File: config.mk
export PLATFORM = sky130hd
export DESIGN_NAME = chan_fir_emu
export DESIGN_NICKNAME = d
export VERILOG_FILES = /design/src/rtl/chan_fir_emu.sv
export SDC_FILE = /design/constraint.sdc
export NUM_CORES = 2
export LEC_CHECK = 0
export CELL_PAD_IN_SITES_DETAIL_PLACEMENT = 0
export CELL_PAD_IN_SITES_GLOBAL_PLACEMENT = 1
export CORE_MARGIN = 3
export CORE_UTILIZATION = 25
export CTS_BUF_LIST = sky130_fd_sc_hd__clkbuf_8 sky130_fd_sc_hd__clkbuf_16
export DETAILED_ROUTE_END_ITERATION = 8
export PLACE_DENSITY = 0.52
export SYNTH_ARGS = -nofsm -noshare
export SYNTH_HDL_FRONTEND = slang
export SYNTH_SLANG_ARGS = --single-unit
File: constraint.sdc
create_clock -name clk -period 24.2 [get_ports clk]
set_clock_uncertainty 0.05 [all_clocks]
set_input_delay 4.84 -clock clk [delete_from_list [all_inputs] [get_ports clk]]
set_output_delay 4.84 -clock clk [all_outputs]
set_load 0.05 [all_outputs]
File: src/rtl/chan_fir_emu.sv
// Runtime-programmable FIR channel model for the emulator clock domain.
// A single time-multiplexed MAC evaluates one tap per cycle, and the output is saturated.
//
// state | meaning
// IDLE  | waiting for cke; tap writes accepted
// MAC   | one tap accumulated per cycle, k = 0 .. N_TAPS-1
// DONE  | result on out, out_valid high; still busy
module chan_fir_emu #(
    parameter int N_TAPS     = 16,
    parameter int IN_WIDTH   = 16,
    parameter int COEF_WIDTH = 16,
    parameter int OUT_WIDTH  = 24,
    parameter int FRAC_SHIFT = 14
) (
    input  logic                          clk,
    input  logic                          rst,
    input  logic                          cke,
    input  logic                          bypass,
    input  logic signed [IN_WIDTH-1:0]    in_,
    output logic signed [OUT_WIDTH-1:0]   out,
    output logic                          out_valid,
    output logic                          busy,
    output logic                          overrun,
    input  logic                          coef_we,
    input  logic [$clog2(N_TAPS)-1:0]     coef_addr,
    input  logic signed [COEF_WIDTH-1:0]  coef_wdata,
    output logic                          coef_ready
);
    localparam int K_W    = $clog2(N_TAPS);
    localparam int PROD_W = IN_WIDTH + COEF_WIDTH;
    localparam int ACC_W  = PROD_W + K_W;
    localparam logic signed [ACC_W-1:0] OUT_MAX =
        {{(ACC_W-OUT_WIDTH+1){1'b0}}, {(OUT_WIDTH-1){1'b1}}};
    localparam logic signed [ACC_W-1:0] OUT_MIN = ~OUT_MAX;
    localparam logic [K_W-1:0] K_LAST = K_W'(N_TAPS - 1);
    localparam logic signed [COEF_WIDTH-1:0] COEF_ONE = COEF_WIDTH'(1 << FRAC_SHIFT);

    typedef enum logic [1:0] {IDLE = 2'd0, MAC = 2'd1, DONE = 2'd2} state_t;

    state_t                       state, state_nxt;
    logic signed [IN_WIDTH-1:0]   hist [N_TAPS];
    logic signed [COEF_WIDTH-1:0] coef [N_TAPS];
    logic signed [ACC_W-1:0]      acc, acc_sum, in_ext;
    logic signed [PROD_W-1:0]     prod;
    logic [K_W-1:0]               k;
    logic                         take, wr_ok;

    function automatic logic signed [OUT_WIDTH-1:0] sat(input logic signed [ACC_W-1:0] v);
        if (v > OUT_MAX)
            return OUT_MAX[OUT_WIDTH-1:0];
        else if (v < OUT_MIN)
            return OUT_MIN[OUT_WIDTH-1:0];
        else
            return v[OUT_WIDTH-1:0];
    endfunction

    assign prod    = hist[k] * coef[k];
    assign acc_sum = acc + $signed({{K_W{prod[PROD_W-1]}}, prod});
    assign in_ext  = $signed({{(ACC_W-IN_WIDTH){in_[IN_WIDTH-1]}}, in_});
    assign take    = cke && (state == IDLE);
    assign wr_ok   = coef_we && coef_ready && (int'(coef_addr) < N_TAPS);

    always_ff @(posedge clk) begin
        if (rst)
            state <= IDLE;
        else
            state <= state_nxt;
    end

    always_comb begin
        state_nxt = state;
        unique case (state)
            IDLE:    if (cke && !bypass) state_nxt = MAC;
            MAC:     if (k == K_LAST) state_nxt = DONE;
            DONE:    state_nxt = IDLE;
            default: state_nxt = IDLE;
        endcase
    end

    always_comb begin
        busy       = (state != IDLE);
        coef_ready = (state == IDLE);
    end

    always_ff @(posedge clk) begin
        if (rst) begin
            for (int i = 0; i < N_TAPS; i++) begin
                hist[i] <= '0;
                coef[i] <= '0;
            end
            coef[0]   <= COEF_ONE;
            acc       <= '0;
            k         <= '0;
            out       <= '0;
            out_valid <= 1'b0;
            overrun   <= 1'b0;
        end else begin
            out_valid <= 1'b0;
            if (cke && busy)
                overrun <= 1'b1;
            if (wr_ok)
                coef[coef_addr] <= coef_wdata;
            if (take) begin
                for (int i = N_TAPS - 1; i > 0; i--)
                    hist[i] <= hist[i-1];
                hist[0] <= in_;
                acc     <= '0;
                k       <= '0;
                if (bypass) begin
                    out       <= sat(in_ext);
                    out_valid <= 1'b1;
                end
            end
            // The last tap folds straight into out so the strobe lands in DONE.
            if (state == MAC) begin
                acc <= acc_sum;
                k   <= k + K_W'(1);
                if (k == K_LAST) begin
                    out       <= sat(acc_sum >>> FRAC_SHIFT);
                    out_valid <= 1'b1;
                end
            end
        end
    end
endmodule
==> out/metrics.csv <==
stage,metric,value,unit
grt,gr-usage-met3,2.186,%
grt,grtUsageTotal,13.81,%
drt,wl_per_cell,20.58,um
grt,grt_pass1_vias,23700,
final_layout,final_nets,3476,
sta,period_needed,9.939,ns
cts,cts_resized,0,
sta,rsz0062_at_grt,no,
pwr,pwr-share-comb,54.5,%
logic_synthesis,synth.avg_cell_area,12.51,sq um
logic_synthesis,synth_flop_cell,edfxtp_1,
floorplan,start_util,25.30,%
worst_hold_path,min-delay-start,acc[35],
critical_path,worstPathRequired,24.69,ns
logic_synthesis,ys_seq_elements,584,
pwr,p_int,2.732,mW
floorplan,coreArea,146300,sq um
logic_synthesis,synth_area_leaders,"edfxtp_1 (42%), fa_1 (17%), and2_1 (8.7%)",
logic_synthesis,synthXorXnorAreaFrac,0.8724,%
pwr,leakage,17.06,nW
cts,clockBufferDepth,3,
critical_path,cp_max_fo,41,
floorplan,ioPinCount,69,
logic_synthesis,synth_top_area_cell,edfxtp_1,
floorplan,die_w,390.7,um
critical_path,ff2ff_path_depth,29,
floorplan,die_area,152700,sq um
logic_synthesis,yosysWarnings,0,
cts,post_cts_buffers,0,
cts,htreeDepth,3,
placement,dpl.hpwl,71850,um
worst_hold_path,hold-path-endpoint,acc[35],
floorplan,rows,140,
cts,path_clk_slew,0.07,ns
critical_path,critPathKind,flip-flop to flip-flop,
drt,route.detailed.drc,0,
pwr,power.switching,2.190,mW
pwr,power_density,116.3,nW/um^2
critical_path,worstReg2RegEnd,out[23],
sta,finalCritPeriodShare,41.07,%
logic_synthesis,synth-edff-count,512,
sta,slew_headroom,13.63,%
grt,gr-total-overflow,0,
worst_hold_path,holdPathStages,2,
grt,grt_max_degree,256,
pwr,ir_drop,0.1205,mV
floorplan,die_h,390.7,um
pwr,clkPwrFrac,21.2,%
logic_synthesis,synthesis.nets,3422,
cts,cts_tree,yes,
pwr,seq_power_share,24.3,%
sta,drv_slew,0,
drt,drt-pass1-iter-count,5,
final_layout,area_growth,14.40,%
drt,vias,21913,
placement,portBuffers,68,
final_layout,drive_gt1_share,11.53,%
logic_synthesis,synth_top_family_by_area,adder cells,
cts,cts_hold_buf,0,
logic_synthesis,yosysMostFrequentCell,and2_1,
placement,placed_cell_area,40030,sq um
critical_path,critPathMaxStageDelay,0.80,ns
critical_path,crit_path_end_kind,flip-flop,
sta,whs,0.4164,ns
grt,use_met1,19.51,%
grt,antenna_found_initial,12,
sta,hold_viol,0,
placement,routabilityCongestion,0.7874,
logic_synthesis,synth.area.mux_share,9.735,%
status,status,"finished, final reports clean",
worst_hold_path,hold_class,flip-flop to flip-flop,
logic_synthesis,synth.top_cell.area_share,41.55,%
drt,drtIter0Drc,1481,
cts,cts_num_sinks,584,
logic_synthesis,synth.yosys.seq_area_share,45.45,%
critical_path,slowest_stage,buf_4,
drt,routed_wl,102700,um
logic_synthesis,synth-simple-area-share,14.02,%
final_layout,final_cell_area,42330,sq um
pwr,p_sw_share,44.49,%
drt,via_per_inst,4.390,
grt,busiest_layer,met2,
critical_path,rrSetupSlack,14.26,ns
grt,grt_use_met2,22.00,%
logic_synthesis,postSynthCellCount,2959,
logic_synthesis,synth_cell_types,65,
drt,detail-route-antenna-nets,0,
logic_synthesis,synth_fa_ha_area_share,20.64,%
flow_run,drv_cap,0,
logic_synthesis,synth_compound_area_share,3.875,%
cts,clock_latency,0.67,ns
logic_synthesis,postSynth.asyncResetShare,0,%
logic_synthesis,syn-cell-area,37000,sq um
grt,grt_pass1_wl,157600,um
sta,setup_tns,0,ns
cts,cts_made_buffers,73,
logic_synthesis,synth_common_cells,"and2_1 (517), edfxtp_1 (512), inv_1 (369), fa_1 (314), nor2_1 (215)",
cts,cts-root-buf,clkbuf_16,
critical_path,start_kind,flip-flop,
critical_path,worst-endpoint-arrival,10.43,ns
sta,tightest_slew,1.295,ns
sta,setup_viol,0,
sta,max_freq,100.6,MHz
-- cell families (layout without fill, tap and decap cells) --
logic type                 Yosys count  count (layout)
xor gates and xnor gates            36              36
adders and majority gates          422             422
DFF                                584             584
and+or+nand+nor                    990             990
AOI/OAI and AO/OA                  218             218
buffers and inverters              521             632
muxes                              188             188
other                                0               5
-- power groups by stage --
| stage | clock network [mW] | registers [mW] | logic [mW] |
|---|---|---|---|
| final | 1.04 | 1.20 | 2.68 |
| after global routing | 1.12 | 1.20 | 3.07 |
| after CTS | 1.08 | 1.20 | 2.73 |
| after detailed placement | 0 | 1.22 | 2.69 |
| after global placement | 0 | 1.22 | 2.73 |
| after floorplan | 0 | 1.22 | 1.87 |
-- state kept, by name, summed over array words and instances, names as in the netlist, named ones only --
name       cells
coef         256
hist         256
acc           36
out           24
k              4
state          2
out_valid      1
overrun        1
-- cell type report --
cell class              count  area [sq um]
fillers                 14950        103900
multi-input cells        1854         18260
flip-flops and latches    584         16830
well taps                1917          2399
clock buffers              78          1896
inverters                 371          1393
repair buffers            129          1146
clock inverters            54         397.9
diodes                      5         12.51
-- how the worst max path moves through the flow --
stage	startpoint	endpoint	depth (start not counted)	slack [ns]
after floorplan	rst	acc[33]	6	11.71
after global placement	flip-flop	out[21]	29	14.17
after detailed placement	flip-flop	out[21]	29	14.14
after CTS	flip-flop	out[23]	29	14.12
after global routing	flip-flop	out[21]	29	13.53
final	flip-flop	out[23]	29	14.26
-- per-stage QoR --
| stage | worst slack [ns] | total power, mW | utilization (%) | instances |
|---|---|---|---|---|
| 6_report | 14.26 | 4.923 | 28.94 | 4992 |
| 3_5_place_dp | 14.14 | 3.906 | 27.37 | 4855 |
| 2_1_floorplan | 11.71 | 3.088 | - | 2959 |
| 5_1_grt | 13.53 | 5.388 | 28.93 | 4987 |
| 4_1_cts | 14.12 | 5.005 | 28.93 | 4987 |
| 3_3_place_gp | 14.17 | 3.949 | 27.37 | 4855 |
-- cell usage in the layout, fill, tap and decap left out, types with 15 or more instances in the layout --
| master | netlist | layout |
|---|---|---|
| a21oi_1 | 34 | 34 |
| a22oi_1 | 15 | 15 |
| and2_1 | 517 | 517 |
| buf_4 | 3 | 60 |
| clkbuf_16 | 0 | 73 |
| clkdlybuf4s50_1 | 0 | 67 |
| dfxtp_1 | 72 | 68 |
| edfxtp_1 | 512 | 512 |
| fa_1 | 314 | 314 |
| ha_1 | 108 | 108 |
| inv_1 | 369 | 391 |
| mux2_2 | 25 | 25 |
| mux2i_1 | 28 | 28 |
| mux4_2 | 135 | 135 |
| nand2_1 | 181 | 180 |
| nor2_1 | 215 | 210 |
| o21ai_0 | 38 | 26 |
| o21ai_1 | 27 | 34 |
| xnor2_1 | 20 | 20 |
| xor2_1 | 15 | 15 |
-- layer usage --
layer  wire [um]  share of wire [%]
met1       48390                 47
met5           0                  0
met3        4273                4.2
met2       47680                 46
met4        2389                2.3
-- worst max-delay path, delay by kind of cell (launching register included) --
| family | cells | cell delay [ns] |
|---|---|---|
| adders and majority gates | 7 | 3.16 |
| DFF | 1 | 0.68 |
| muxes | 2 | 0.82 |
| AOI/OAI and AO/OA | 5 | 1.98 |
| buffers and inverters | 9 | 2.33 |
| and+or+nand+nor | 5 | 0.55 |
| xor gates and xnor gates | 1 | 0.21 |
No activity file was read; power rests on OpenSTA's default activity.
